[config.mk]
export PLATFORM = sky130hd
export DESIGN_NAME = vga_timing_gen
export DESIGN_NICKNAME = d
export VERILOG_FILES = /design/src/rtl/vga_timing_pkg.sv /design/src/rtl/vga_axis_counter.sv /design/src/rtl/vga_timing_gen.sv
export SDC_FILE = /design/constraint.sdc
export NUM_CORES = 1
export LEC_CHECK = 0
export ABC_AREA = 1
export BUFFER_PORTS_ARGS = -buffer_cell sky130_fd_sc_hd__buf_2
export CORE_UTILIZATION = 40
export DETAILED_ROUTE_END_ITERATION = 12
export SLEW_MARGIN = 20
export SYNTH_ARGS = -nofsm -noshare
export SYNTH_HDL_FRONTEND = slang
export SYNTH_SLANG_ARGS = --single-unit
[constraint.sdc]
create_clock -name clk -period 2.6 [get_ports clk]
set_input_delay 0.13 -clock clk [delete_from_list [all_inputs] [get_ports clk]]
set_output_delay 0.13 -clock clk [all_outputs]
set_load 0.02 [all_outputs]
[src/rtl/vga_timing_pkg.sv]
// Shared VGA timing defaults (640x480@60, 800x600@60) and colour-bar constants.
package vga_timing_pkg;

    // 640x480 @ 60 Hz, 25.175 MHz pixel clock, both syncs active-low
    localparam int VGA640_H_ACTIVE = 640;
    localparam int VGA640_H_FP     = 16;
    localparam int VGA640_H_SYNC   = 96;
    localparam int VGA640_H_BP     = 48;
    localparam int VGA640_V_ACTIVE = 480;
    localparam int VGA640_V_FP     = 10;
    localparam int VGA640_V_SYNC   = 2;
    localparam int VGA640_V_BP     = 33;
    localparam logic VGA640_HS_POL = 1'b0;
    localparam logic VGA640_VS_POL = 1'b0;

    // 800x600 @ 60 Hz, 40 MHz pixel clock, both syncs active-high
    localparam int SVGA800_H_ACTIVE = 800;
    localparam int SVGA800_H_FP     = 40;
    localparam int SVGA800_H_SYNC   = 128;
    localparam int SVGA800_H_BP     = 88;
    localparam int SVGA800_V_ACTIVE = 600;
    localparam int SVGA800_V_FP     = 1;
    localparam int SVGA800_V_SYNC   = 4;
    localparam int SVGA800_V_BP     = 23;
    localparam logic SVGA800_HS_POL = 1'b1;
    localparam logic SVGA800_VS_POL = 1'b1;

    localparam int NUM_BARS = 8;

    typedef enum logic [2:0] {
        BAR_WHITE   = 3'd0,
        BAR_YELLOW  = 3'd1,
        BAR_CYAN    = 3'd2,
        BAR_GREEN   = 3'd3,
        BAR_MAGENTA = 3'd4,
        BAR_RED     = 3'd5,
        BAR_BLUE    = 3'd6,
        BAR_BLACK   = 3'd7
    } bar_e;

    localparam logic [11:0] RGB_WHITE   = 12'hFFF;
    localparam logic [11:0] RGB_YELLOW  = 12'hFF0;
    localparam logic [11:0] RGB_CYAN    = 12'h0FF;
    localparam logic [11:0] RGB_GREEN   = 12'h0F0;
    localparam logic [11:0] RGB_MAGENTA = 12'hF0F;
    localparam logic [11:0] RGB_RED     = 12'hF00;
    localparam logic [11:0] RGB_BLUE    = 12'h00F;
    localparam logic [11:0] RGB_BLACK   = 12'h000;

    function automatic logic [11:0] bar_rgb(input logic [2:0] idx);
        logic [11:0] c;
        case (idx)
            BAR_WHITE:   c = RGB_WHITE;
            BAR_YELLOW:  c = RGB_YELLOW;
            BAR_CYAN:    c = RGB_CYAN;
            BAR_GREEN:   c = RGB_GREEN;
            BAR_MAGENTA: c = RGB_MAGENTA;
            BAR_RED:     c = RGB_RED;
            BAR_BLUE:    c = RGB_BLUE;
            default:     c = RGB_BLACK;
        endcase
        return c;
    endfunction

endpackage

[src/rtl/vga_axis_counter.sv]
// One timing axis: counts 0..TOTAL-1 laid out as sync, back porch, active, front porch.
module vga_axis_counter #(
    parameter int TOTAL  = 800,
    parameter int SYNC   = 96,
    parameter int BP     = 48,
    parameter int ACTIVE = 640,
    parameter int W      = 12
) (
    input  logic         clk,
    input  logic         rst,
    input  logic         clr,
    input  logic         adv,
    output logic [W-1:0] count,
    output logic         wrap,
    output logic         sync,
    output logic         in_active
);

    localparam logic [W-1:0] LAST     = W'(TOTAL - 1);
    localparam logic [W-1:0] SYNC_END = W'(SYNC);
    localparam logic [W-1:0] ACT_LO   = W'(SYNC + BP);
    localparam logic [W-1:0] ACT_HI   = W'(SYNC + BP + ACTIVE);

    always_ff @(posedge clk or posedge rst) begin
        if (rst) begin
            count <= '0;
        end else if (clr) begin
            count <= '0;
        end else if (adv) begin
            count <= wrap ? '0 : count + 1'b1;
        end
    end

    assign wrap      = (count == LAST);
    assign sync      = (count < SYNC_END);
    assign in_active = (count >= ACT_LO) && (count < ACT_HI);

endmodule

[src/rtl/vga_timing_gen.sv]
// VGA sync/timing generator with registered outputs; define VGA_TG_PATTERN_EN
// to add an 8-bar colour test pattern on rgb (otherwise rgb is constant 0).
module vga_timing_gen
    import vga_timing_pkg::*;
#(
    parameter int   H_ACTIVE = VGA640_H_ACTIVE,
    parameter int   H_FP     = VGA640_H_FP,
    parameter int   H_SYNC   = VGA640_H_SYNC,
    parameter int   H_BP     = VGA640_H_BP,
    parameter int   V_ACTIVE = VGA640_V_ACTIVE,
    parameter int   V_FP     = VGA640_V_FP,
    parameter int   V_SYNC   = VGA640_V_SYNC,
    parameter int   V_BP     = VGA640_V_BP,
    parameter logic HS_POL   = VGA640_HS_POL,
    parameter logic VS_POL   = VGA640_VS_POL,
    parameter int   XY_W     = 12
) (
    input  logic            clk,
    input  logic            rst,
    input  logic            pix_ce,
    input  logic            en,
    output logic            hs,
    output logic            vs,
    output logic            active,
    output logic [XY_W-1:0] x,
    output logic [XY_W-1:0] y,
    output logic            line_start,
    output logic            frame_start,
    output logic [15:0]     frame_cnt,
    output logic [11:0]     rgb
);

    localparam int H_TOTAL = H_SYNC + H_BP + H_ACTIVE + H_FP;
    localparam int V_TOTAL = V_SYNC + V_BP + V_ACTIVE + V_FP;
    localparam logic [XY_W-1:0] H_ORG = XY_W'(H_SYNC + H_BP);
    localparam logic [XY_W-1:0] V_ORG = XY_W'(V_SYNC + V_BP);

    logic            run;
    logic [XY_W-1:0] h_cnt, v_cnt;
    logic            h_wrap, v_wrap;
    logic            h_sync, v_sync;
    logic            h_act, v_act;

    // en low parks both counters at the frame origin so the next run starts a frame
    assign run = en & pix_ce;

    vga_axis_counter #(
        .TOTAL  (H_TOTAL),
        .SYNC   (H_SYNC),
        .BP     (H_BP),
        .ACTIVE (H_ACTIVE),
        .W      (XY_W)
    ) u_h_axis (
        .clk       (clk),
        .rst       (rst),
        .clr       (~en),
        .adv       (run),
        .count     (h_cnt),
        .wrap      (h_wrap),
        .sync      (h_sync),
        .in_active (h_act)
    );

    vga_axis_counter #(
        .TOTAL  (V_TOTAL),
        .SYNC   (V_SYNC),
        .BP     (V_BP),
        .ACTIVE (V_ACTIVE),
        .W      (XY_W)
    ) u_v_axis (
        .clk       (clk),
        .rst       (rst),
        .clr       (~en),
        .adv       (run & h_wrap),
        .count     (v_cnt),
        .wrap      (v_wrap),
        .sync      (v_sync),
        .in_active (v_act)
    );

    logic unused_v_wrap;
    assign unused_v_wrap = v_wrap;

    // Stage 0: decode current counter position
    logic            active_nxt;
    logic            line_nxt;
    logic            frame_nxt;
    logic [XY_W-1:0] x_nxt, y_nxt;

    assign active_nxt = h_act & v_act;
    assign line_nxt   = (h_cnt == '0);
    assign frame_nxt  = line_nxt && (v_cnt == '0);
    assign x_nxt      = active_nxt ? (h_cnt - H_ORG) : '0;
    assign y_nxt      = active_nxt ? (v_cnt - V_ORG) : '0;

    // Stage 1: registered outputs, one clk behind the counters
    always_ff @(posedge clk or posedge rst) begin
        if (rst) begin
            hs          <= ~HS_POL;
            vs          <= ~VS_POL;
            active      <= 1'b0;
            x           <= '0;
            y           <= '0;
            line_start  <= 1'b0;
            frame_start <= 1'b0;
        end else if (!en) begin
            hs          <= ~HS_POL;
            vs          <= ~VS_POL;
            active      <= 1'b0;
            x           <= '0;
            y           <= '0;
            line_start  <= 1'b0;
            frame_start <= 1'b0;
        end else if (pix_ce) begin
            hs          <= h_sync ? HS_POL : ~HS_POL;
            vs          <= v_sync ? VS_POL : ~VS_POL;
            active      <= active_nxt;
            x           <= x_nxt;
            y           <= y_nxt;
            line_start  <= line_nxt;
            frame_start <= frame_nxt;
        end
    end

    // frame_cnt survives en=0 and wraps naturally at 16 bits
    always_ff @(posedge clk or posedge rst) begin
        if (rst) begin
            frame_cnt <= '0;
        end else if (run && frame_nxt) begin
            frame_cnt <= frame_cnt + 16'd1;
        end
    end

`ifdef VGA_TG_PATTERN_EN
    localparam int BAR_W = (H_ACTIVE / NUM_BARS > 0) ? (H_ACTIVE / NUM_BARS) : 1;

    logic [XY_W-1:0] bar_q;
    logic [2:0]      bar_idx;
    logic [11:0]     rgb_nxt;

    // The last bar swallows any remainder columns of H_ACTIVE
    assign bar_q   = x_nxt / XY_W'(BAR_W);
    assign bar_idx = (bar_q > XY_W'(NUM_BARS - 1)) ? 3'd7 : bar_q[2:0];
    assign rgb_nxt = active_nxt ? bar_rgb(bar_idx) : RGB_BLACK;

    always_ff @(posedge clk or posedge rst) begin
        if (rst) begin
            rgb <= '0;
        end else if (!en) begin
            rgb <= '0;
        end else if (pix_ce) begin
            rgb <= rgb_nxt;
        end
    end
`else
    assign rgb = 12'h000;
`endif

endmodule

Yosys cells after proc, flatten, opt, wreduce, memory -nomap -nowiden
Index checks and enable logic that the tools add are counted.
W data, S select, Z words.

storage, ports and cells
  register bits after elaboration = 69
  input bits = 4
  output and inout bits = 57
  word-level logic and storage cells = 59

operators by class
  add/subtract/negate cells = 5
  order comparisons = 6
  equal/unequal tests = 5
  mux-type cells = 24
  bitwise logic cells = 3
  reductions and logical operators = 6

operators by type and width
  kind                     count
  $mux W12                 12
  $add A12 B1 Y12 const B  2
  $eq A12 B10 Y1 const B   2
  $logic_not A12 Y1        2
  $lt A12 B10 Y1 const B   2
  $add A16 B1 Y16 const B  1
  $ge A12 B6 Y1 const B    1
  $ge A12 B8 Y1 const B    1
  $lt A12 B2 Y1 const B    1
  $lt A12 B7 Y1 const B    1
  $mux W1                  12
  $sub A12 B6 Y12 const B  1
  $sub A12 B8 Y12 const B  1
  $logic_and A1 B1 Y1      4
  $ne A2 B1 Y1 const B     2
  $and A1 B1 Y1            3
  $ne A2 B2 Y1 const B     1

Logic depth before layout (Yosys ltp)
Gate-level depths: netlist of run 1.

  depth after elaboration = 6
  mapped depth = 11
  mapped depth without buffers = 11

Hierarchy
From an unflattened synthesis of run 1, not the netlist that was laid out.

second synthesis, totals
  cell total of the unflattened synthesis = 645
  area total of the unflattened synthesis = 4485.6 um^2

by module, submodules not included
  module                       times used  cells each  area each (um^2)  seq. area each (um^2)
  vga_timing_gen               1           401         2788.9            1128.6
  vga_axis_counter (u_v_axis)  1           130         859.6             300.3
  vga_axis_counter (u_h_axis)  1           114         837.1             300.3

Worst setup path before layout of run 1
OpenSTA, ideal clock, no wires.

  path type = register to register
  from = register u_h_axis.count[4]
  to = register y[2]
  library setup time = 0.066 ns
  arrival time = 1.502 ns
  required time = 2.534 ns
  path slack = 1.033 ns
  cell stages (with the launch flop) = 11
  path buffers = 1
  period minus slack after synthesis = 1.567 ns
  cell sequence = dfrtp_1 inv_1 ha_1 a21oi_2 nor2_1 nand2_1 nand3_2 nor2_4 buf_4 nand2_1 nand2_1

on the way
  longest elaborated chain between the ends = 6
  elaborated cells between the ends (all ways) = 7
  classes of those cells = order compare: 2; mux: 3; bitwise: 1; reduce/logical: 1

ends and longest elaborated chain
  item                                             line                    source
  from (decl)                                      vga_axis_counter.sv:13  output logic [W-1:0] count,
  from (signal assigned)                           vga_axis_counter.sv:30  count <= wrap ? '0 : count + 1'b1;
  $ge A12 B8 Y1 or $lt A12 B10 Y1 (tied branches)  vga_axis_counter.sv:36  assign in_active = (count >= ACT_LO) && (count < ACT_HI);
  $logic_and A1 B1 Y1 (*)                          vga_axis_counter.sv:36
  $and A1 B1 Y1 (*)                                vga_timing_gen.sv:90    assign active_nxt = h_act & v_act;
  $mux W12 (*)                                     vga_timing_gen.sv:94    assign y_nxt = active_nxt ? (v_cnt - V_ORG) : '0;
  $mux W12 (*)                                     vga_timing_gen.sv:114   end else if (pix_ce) begin
  $mux W12 (*)                                     vga_timing_gen.sv:106   end else if (!en) begin
  to (signal assigned)                             vga_timing_gen.sv:119   y <= y_nxt;
  to (decl)                                        vga_timing_gen.sv:26    output logic [XY_W-1:0] y,

Every way passes the cells marked *; elsewhere a longest branch is shown, timed or not. The select of a mux whose other input is x is not followed.
A chain may end at the register's enable or synchronous reset.

Final worst setup path of run 1
  from = register u_h_axis.count[4]
  to = register y[4]

The elaborated chain is that of the path after synthesis.

==> metrics, run 1 <==
outcome completed; # resized after CTS 0; Via density 4.87; Post-Synthesis Cells 555; most common cell in the netlist nand2_1; root buffer cell clkbuf_8; Detail Placement HPWL 6.98 mm; Multi-input gate area 1980 um^2; Max VDD drop 0.303 mV; I/O Buffers 48; initial core utilization 41.3%; register area 1730 um^2; Crit Path Category reg2reg; vias in the first global route 3392; Hold Path Origin en; Primary FF master, synth dfrtp_1; Least-Margin Pin Slew 0.660 ns; Fin. Hold Viols 0; Pleak 0.00244 uW; Post-DP Area 4370 um^2; CP startpoint kind flop; Slew HR 55.9%; Finished Cell Area 4570 um^2; Synth Warn # 0; Routed Wire Length 9.42 mm; Remaining Overflow, GRT 0; Final Setup Violations 0; Synth area leader dfrtp_1; Post-Synthesis Cell Area 4060 um^2; Die W 103 um; Syn Area/Cell 7.31 um^2; cts bufs inserted 9; GRT Total Usage 19.9%; die area 10600 um^2; worst min path class in2reg; Synth top area share 41.3%; minimum hold slack 0.169 ns; Final ANT Viol Nets 0; initial antenna violation count 0; CTS tree yes; utilization after layout 46.6%; Yosys reg bits 69; # DRC 0; Power Dens Cells 508 nW/um^2; Critical Path Start u_h_axis.count[4]; r2r startpoint u_h_axis.count[4]; worst skew pair latency 0.36 ns; clock share of power 38.1%; diodes inserted 0; setup TNS 0 ns; layout cells sized above 1 14.2%; IO Count 61; sequential area share after synthesis 42.6%; Layout area overhead 12.7%; Async SR Flop Fraction 100%; Avg WL per Cell 12.7 um; clk_skew 0.0123 ns; Max Cap Viol 0; Net Sw Power 634 uW; WP data arrival 2.31 ns; worst-case clock buffer depth 2; Yosys cell types 30; sequential share of power 50.2%; worst path required time 2.89 ns; Layout Cells excl Fill 740; nets 616; fmax 0.495 GHz; filler instances 1038; synth cell count leaders 213 x nand2_1, 67 x dfrtp_1, 51 x inv_1, 46 x nor2_1, 35 x nand3_1; core area 9820 um^2; post-placement cell count 724; Comb pwr share 11.7%; drt pass-1 iters 4; H-tree levels 3; CP Capture Type flop; Tmin final 2.02 ns; die height 103 um; Detailed Route Iter0 Violations 119; number of flops mapped to enable cells by yosys 0; Sw Ratio 27.3%; cell row count 36; post-cts hold buffer count 1; internal power 1690 uW; Area contributors post-synth dfrtp_1 41%, nand2_1 20%, inv_1 4.7%; largest net degree at the start of global routing 42; RSZ-0062 raised after global routing false; DR vias 3602; postcts setup bufs 0; worst-path maximum fanout 23; Clk pin slew, worst setup/hold paths 0.07 ns; max-slew violation count 0; first-pass GRT wire length 16.1 mm; GP Congestion 0.923; Final Cycle Share 77.8%; clk sink count 69
## final cells by class
class,count,area share [%]
clock buffer,13,3.47
inverter,57,4.68
sequential,69,37.8
tap,133,3.64
clock inverter,2,0.766
multi-input combinational,414,43.4
timing repair buffer,52,6.24
## path summary, 6_finish.rpt
kind                                      end  slack (ns)  cells after the start
hold reg to reg                          x[2]        0.47                      2
max in group asynchronous                  vs        1.48                      4
setup / recovery                         y[4]        0.58                      9
min in group asynchronous   u_h_axis.count[7]        0.41                      3
setup reg to reg                         y[4]        0.58                      9
hold / removal             u_v_axis.count[11]        0.17                      3
## cell usage in the layout, fill, tap and decap left out
| cell | Yosys | final |
|---|---|---|
| conb_1 | 1 | 12 |
| a21oi_2 | 1 | 1 |
| buf_4 | 14 | 2 |
| o22ai_1 | 8 | 8 |
| nor3_2 | 2 | 2 |
| dfrtp_1 | 67 | 67 |
| nand3_2 | 2 | 2 |
| nor3_1 | 12 | 12 |
| buf_12 | 0 | 1 |
| a31oi_1 | 1 | 1 |
| nand3_1 | 35 | 35 |
| dfstp_2 | 2 | 2 |
| inv_1 | 51 | 50 |
| dlygate4sd3_1 | 0 | 1 |
| xor2_1 | 21 | 21 |
| nand2_2 | 1 | 1 |
| clkbuf_1 | 3 | 2 |
| nor2_2 | 3 | 4 |
| a41oi_1 | 1 | 1 |
| ha_1 | 9 | 9 |
| buf_2 | 7 | 48 |
| nor2_4 | 3 | 3 |
| bufinv_16 | 0 | 1 |
| clkinv_2 | 0 | 1 |
| a21oi_1 | 2 | 2 |
| nand4_1 | 15 | 15 |
| o21ai_0 | 20 | 20 |
| inv_2 | 6 | 7 |
| clkbuf_8 | 0 | 11 |
| xnor2_1 | 5 | 5 |
| o21ai_1 | 1 | 1 |
| nand3b_1 | 1 | 1 |
| nor2_1 | 46 | 45 |
| nand2_1 | 213 | 213 |
## state kept, by name (all words and copies together) (netlist names)
name,flops
frame_cnt,16
u_h_axis.count,12
u_v_axis.count,12
x,12
y,12
active,1
frame_start,1
hs,1
line_start,1
vs,1
## power by group through the flow
stage	Sequential (uW)	Clock (uW)	Combinational, uW
2_1_floorplan	1220	0	165
3_5_place_dp	1190	0	275
3_3_place_gp	1190	0	271
4_1_cts	1170	909	277
6_report	1170	886	272
5_1_grt	1170	954	316
## metrics by stage
step	total power [uW]	worst slack [ns]
CTS	2350	0.549
global route	2440	0.318
global placement	1460	0.607
detailed placement	1460	0.565
floorplan	1390	0.733
finish	2320	0.578
## cell families after synthesis
| family | count (synthesis) | share of synthesized area, % |
|---|---|---|
| buffers and inverters | 83 | 9.56 |
| DFF | 69 | 42.6 |
| AOI/OAI and AO/OA | 34 | 4.66 |
| xor gates and xnor gates | 26 | 5.61 |
| and+or+nand+nor | 333 | 34.7 |
| adders and majority gates | 9 | 2.78 |
| other | 1 | 0.0924 |
## worst max-delay path, stage by stage (launching register included)
cell and delay (ns):
dfrtp_1 0.43, inv_1 0.13, ha_1 0.27, a21oi_2 0.22, nor2_1 0.06, nand2_1 0.07
nand3_2 0.10, nor2_4 0.46, nand2_1 0.13, nand2_1 0.09
## per-layer routing
| layer | vias to the layer above | GRT usage [%] | share of wire, % | routed length, um |
|---|---|---|---|---|
| met5 | - | 0 | 0 | 0 |
| met4 | 0 | 10.3 | 2.4 | 227 |
| met3 | 16 | 2.98 | 4.1 | 386 |
| met2 | 89 | 32.5 | 48 | 4480 |
| met1 | 1675 | 25.7 | 46 | 4320 |
| li1 | 1822 | - | - | - |
(Power assumes the default switching activity.)
==> run 2: changes to the inputs <==
==> constraint.sdc (replaced) <==
create_clock -name clk -period 1.85 [get_ports clk]
set_input_delay 0.0925 -clock clk [delete_from_list [all_inputs] [get_ports clk]]
set_output_delay 0.0925 -clock clk [all_outputs]
set_load 0.02 [all_outputs]
==> run 2 against run 1 <==
Net effect: combinational power rose by 46%; sequential share of layout area fell by 1.0 points; final cell count rose by 2.8%; sequential cell count did not move; first-iteration DRC count rose by 1.7%; register-to-register slack got worse by 0.43 ns; via count barely moved; clock skew rose by 0.0042 ns; non-clock buffer count rose by 22; maximum frequency rose by 19%; global-route usage rose by 0.44 points; critical path type unchanged; largest cell class unchanged; highest routed layer unchanged.
==> metrics, run 2 (synthesis gave the netlist of run 1 again) <==
outcome completed; Avg WL per Cell 12.8 um; Crit Path Category reg2reg; Layout area overhead 15.8%; diodes inserted 0; critical path cell sequence ha_1 -> nand3_1 -> nor2_1 -> nand2_1 -> nor2_4 -> inv_2 -> nand2_2 -> buf_4 -> o21ai_0; filler instances 1032; Hold Path Origin en; max-slew violation count 0; initial antenna violation count 0; I/O Buffers 48; cell row count 36; die area 10600 um^2; fmax 0.588 GHz; worst-path maximum fanout 6; drt pass-1 iters 4; Slew HR 65.4%; CP startpoint kind flop; CP peak stage delay 0.45 ns; Clk pin slew, worst setup/hold paths 0.08 ns; CTS tree yes; vias in the first global route 3420; GRT Total Usage 20.4%; clk sink count 69; DR vias 3603; CP Capture Type flop; Detail Placement HPWL 7.44 mm; core area 9820 um^2; nets 638; Layout Cells excl Fill 761; utilization after layout 47.8%; largest net degree at the start of global routing 29; dpl ws 0.0933 ns; GP Congestion 0.926; postcts setup bufs 0; most frequent cells in the layout 213 x nand2_1, 67 x dfrtp_1, 49 x inv_1; Die W 103 um; worst min path class in2reg; Tmin final 1.70 ns; WP data arrival 1.94 ns; initial core utilization 41.3%; busiest grt layer met2; worst skew pair latency 0.36 ns; Power Dens Cells 652 nW/um^2; Largest Register frame_cnt; post-placement cell count 746; Setup WS post-layout 0.150 ns; Final Setup Violations 0; Max VDD drop 0.323 mV; RSZ-0062 raised after global routing false; Least-Margin Pin Slew 0.518 ns; met2 usage 34.0%; Worst path depth 9; cts bufs inserted 9; worst-case clock buffer depth 2; met1 Use GR 26.3%; commonest non-fill, non-tap cell in the layout nand2_1; IO Count 61; Max Cap Viol 0; grt met3 use 4.95%; Top delay family on crit path simple AND/OR/NAND/NOR gates; worst r2r path cells 9; Via density 4.73; H-tree levels 3; Fin. Hold Viols 0; Routed Wire Length 9.77 mm; setup TNS 0 ns; layout cells sized above 1 17.4%; Detailed Route Iter0 Violations 121; Remaining Overflow, GRT 0; clk_skew 0.0165 ns; # DRC 0; WHS Path Cells 4; Final Cycle Share 91.9%; r2r startpoint u_h_axis.count[0]; Pleak 0.00253 uW; Final ANT Viol Nets 0; die height 103 um; max reg flops 16; root buffer cell clkbuf_8; critical path's slowest cell dfrtp_1; worst path required time 2.09 ns; Buf/Inv on CP 2; Critical Path Start u_h_axis.count[0]; first-pass GRT wire length 16.4 mm
==> run 2: changes by cell type in the layout (fill, tap and decap cells not counted), sizes merged <==
| cell | delta |
|---|---|
| bufinv | -1 |
| clkbuf | -2 |
| buf | +22 |
| clkinv | +2 |
==> run 2: metrics by stage <==
stage	hold WS, ns	instance area [um^2]	total power (uW)
after floorplan	0.320	4100	1950
final	0.192	4700	3060
after global routing	0.178	4700	3220
after global placement	0.162	4530	2060
after CTS	0.180	4690	3100
after detailed placement	0.166	4530	2070
==> run 2: worst reg2reg max path: cells and delay by family, from the launching register on <==
kind / cells / cell delay, ns
simple gates: 5 / 0.63
buf+inv: 2 / 0.20
flops: 1 / 0.45
compound gates: 1 / 0.08
fa+ha+maj: 1 / 0.23
==> run 2: timing repair <==
| action | 4_1_cts | 5_1_grt |
|---|---|---|
| endpoints found under the hold margin | 18 | 0 |
| endpoints found under the setup margin | 0 | 17 |
| hold buffers | 1 | 0 |
| resized for setup | 0 | 3 |
==> run 2: final cells by class <==
type / instances / area, um^2 / share of cell area (%)
sequential: 69 / 1730 / 36.8
clock inverter: 3 / 15.0 / 0.320
clock buffer: 11 / 131 / 2.80
inverter: 57 / 214 / 4.56
multi-input combinational: 414 / 1990 / 42.3
tap: 133 / 166 / 3.54
timing repair buffer: 74 / 454 / 9.67
==> run 2: where the power goes <==
part	total (uW)	internal (uW)	leakage (uW)	switching [uW]
registers	1650	1570	0.000949	79.2
clock network	1020	465	0.0000788	556
logic	397	130	0.00150	267
total	3060	2160	0.00253	902
==> run 2: final timing paths <==
kind | slack, ns | endpoint
hold reg to reg | 0.48 | x[3]
max in group asynchronous | 0.92 | frame_cnt[6]
min in group asynchronous | 0.31 | u_h_axis.count[10]
setup reg to reg | 0.15 | u_v_axis.count[3]
setup / recovery | 0.15 | u_v_axis.count[3]
hold / removal | 0.19 | u_v_axis.count[11]
==> run 2: routing by layer <==
| metal | part of all wire (%) | routed length, um |
|---|---|---|
| met4 | 1.2 | 114 |
| met3 | 3.4 | 335 |
| met1 | 48 | 4650 |
| met5 | 0 | 0 |
| met2 | 48 | 4660 |
==> run 3: changes to the inputs <==
--- a/config.mk
+++ b/config.mk
@@ -5,7 +5,6 @@
 export SDC_FILE = /design/constraint.sdc
 export NUM_CORES = 1
 export LEC_CHECK = 0
-export ABC_AREA = 1
 export BUFFER_PORTS_ARGS = -buffer_cell sky130_fd_sc_hd__buf_2
 export CORE_UTILIZATION = 40
 export DETAILED_ROUTE_END_ITERATION = 12
==> run 3 against run 2 <==
Net effect: the run now ends with negative setup slack left; synthesized cell count down 28%; maximum frequency shrank 13%; final area grew 9.0%; global-route usage about the same; clock power hardly changed; power grew 2.3%; setup slack worse by 0.25 ns; critical path type unchanged.
==> metrics, run 3 <==
Finished Cell Area 5120 um^2; Final Setup Violations 16; drt pass-1 iters 4; dpl ws -0.325 ns; Detailed Route Iter0 Violations 131; post-placement cell count 605; Tmin final 1.95 ns; Multi-input gate area 2140 um^2; filler instances 803; die area 9790 um^2; failing checks negative setup slack; most common cell in the netlist dfrtp_1; worst min path class in2reg; Largest Register frame_cnt; Net Sw Power 911 uW; register area 1730 um^2; Routed Wire Length 9.73 mm; r2r startpoint u_h_axis.count[5]; Layout area overhead 36.2%; Pwr Total 3130 uW; outcome complete, but fails checks; clk_skew 0.00822 ns; Crit Path Category reg2reg; RSZ-0062 raised after global routing true; Avg WL per Cell 15.4 um; Synth area leader dfrtp_1; Post-Synth XOR/XNOR Area 7.45%; critical path cell sequence inv_2 -> ha_4 -> or3b_4 -> or2_4 -> o21ai_4 -> o21ai_1 -> a22o_1; sequential area share after synthesis 46.0%; vias in the first global route 3215; DR vias 3353; Detail Placement HPWL 6.76 mm; WHS Path Cells 4; Comb pwr share 14.0%; die height 99.0 um; Synth Warn # 0; Yosys reg bits 69; cell row count 35; worst-case clock buffer depth 2; Buf/Inv on CP 1; GRT Total Usage 20.4%; Final ANT Viol Nets 0; CP startpoint kind flop; # DRC 0; Clk pin slew, worst setup/hold paths 0.07 ns; Async SR Flop Fraction 100%; critical path's slowest cell or3b_4; Layout Cells excl Fill 631; fmax 0.512 GHz; largest family of logic cells by synthesized area simple AND/OR/NAND/NOR gates; CP Capture Type flop; Die W 99.0 um; Via density 5.31; Synth Area in Adders 3.00%; Max Cap Viol 0; Post-Synthesis Cells 402; worst-path maximum fanout 5; r2r endpoint u_v_axis.count[10]; worst skew pair latency 0.35 ns; most frequent cells in the layout 66 x buf_4, 63 x dfrtp_1, 57 x nand2_1; first-pass GRT wire length 15.7 mm; commonest non-fill, non-tap cell in the layout buf_4; nets 528; Fin. Hold Viols 0; diodes inserted 0; Power Dens Cells 612 nW/um^2; Syn Area/Cell 9.35 um^2; max-slew violation count 0; IO Count 61; synth cell count leaders 67 x dfrtp_1, 62 x nand2_1, 31 x o21ai_1, 21 x xnor2_1, 18 x nor2_1; largest net degree at the start of global routing 41; I/O Buffers 48; worst r2r path cells 7; GP Congestion 0.825; Hold Path Origin pix_ce; sequential share of power 52.6%; Final Cycle Share 106%; Primary FF master, synth dfrtp_1; CTS tree yes; number of flops mapped to enable cells by yosys 0; core area 9150 um^2; worst path required time 2.09 ns; CP peak stage delay 0.42 ns; clock share of power 33.4%; Area contributors post-synth dfrtp_1 45%, nand2_1 6.2%, xnor2_1 4.9%; WP data arrival 2.20 ns; utilization after layout 56.0%; mux share of post-synthesis cell area 0.832%; initial antenna violation count 0; FF-to-FF setup slack -0.10 ns; Pleak 0.00250 uW; Post-Synthesis Cell Area 3760 um^2; Sw Ratio 29.1%; Setup WS post-layout -0.105 ns; hold endpoint hs; Synth top area share 44.6%; initial core utilization 41.1%; Least-Margin Pin Slew 0.537 ns; internal power 2220 uW; Synth Area in Compound Gates 11.5%; Max VDD drop 0.320 mV; Yosys cell types 57; cts bufs inserted 9; Top delay family on crit path simple AND/OR/NAND/NOR gates; root buffer cell clkbuf_8; Slew HR 64.1%; Post-DP Area 4560 um^2; H-tree levels 3; clk sink count 69; layout cells sized above 1 39.2%; Post-Synth Simple-Gate Area 24.5%; Remaining Overflow, GRT 0; max reg flops 16
==> run 3: worst max-delay path by stage <==
stage	slack [ns]	to	depth (start not counted)	start
finish	-0.10	u_v_axis.count[10]	7	u_h_axis.count[5]
global route	-0.23	frame_cnt[11]	9	u_h_axis.count[1]
CTS	-0.07	frame_cnt[11]	9	u_h_axis.count[1]
detailed placement	-0.32	frame_cnt[12]	7	u_h_axis.count[0]
global placement	-0.22	frame_cnt[14]	7	u_h_axis.count[0]
floorplan	-0.22	u_v_axis.count[11]	8	u_h_axis.count[5]
==> run 3: what timing repair did <==
item                                    CTS  global route
endpoints found under the hold margin    68             0
hold buffers                              2             0
pin swaps                                20            26
endpoints found under the setup margin   57            59
gates resized for setup                  19            58
setup buffers                             5             3
==> run 3: tightest hold or removal path: stages <==
cell and delay (ns):
buf_2 0.09, buf_4 0.16, o21ai_0 0.09, nand2_1 0.07
==> run 3: power by group through the flow <==
stage	clock [uW]	sequential (uW)	combinational (uW)
final	1050	1650	439
after global routing	1130	1660	482
after CTS	1080	1650	416
after detailed placement	0	1680	387
after global placement	0	1670	377
after floorplan	0	1730	198
==> run 3: logic make-up after synthesis <==
| logic type | Yosys count |
|---|---|
| compound gates | 73 |
| xor+xnor | 32 |
| fa+ha+maj | 9 |
| buf+inv | 48 |
| flops | 69 |
| mux | 3 |
| other cells | 1 |
| simple gates | 167 |
==> run 3: through the flow <==
step | hold WS (ns) | setup TNS (ns)
2_1_floorplan | 0.349 | -1.75
3_3_place_gp | 0.148 | -2.76
3_5_place_dp | 0.155 | -4.97
4_1_cts | 0.171 | -0.405
5_1_grt | 0.218 | -4.99
6_report | 0.180 | -0.659
==> run 3: routing by layer <==
metal	wire [um]	share of wire, %	global-route usage [%]	up-vias
met3	393	4.0	3.12	20
met5	0	0	0	-
met2	4830	50	33.0	97
met1	4280	44	26.9	1644
li1	-	-	-	1592
met4	225	2.3	9.53	0
==> run 3: area by class of cell <==
| class | instances | share of cell area [%] |
|---|---|---|
| Clock inverter | 5 | 0.538 |
| Multi-Input combinational cell | 296 | 41.8 |
| Sequential cell | 69 | 33.9 |
| Tap cell | 111 | 2.71 |
| Clock buffer | 11 | 2.57 |
| Timing Repair Buffer | 127 | 17.7 |
| Inverter | 12 | 0.880 |
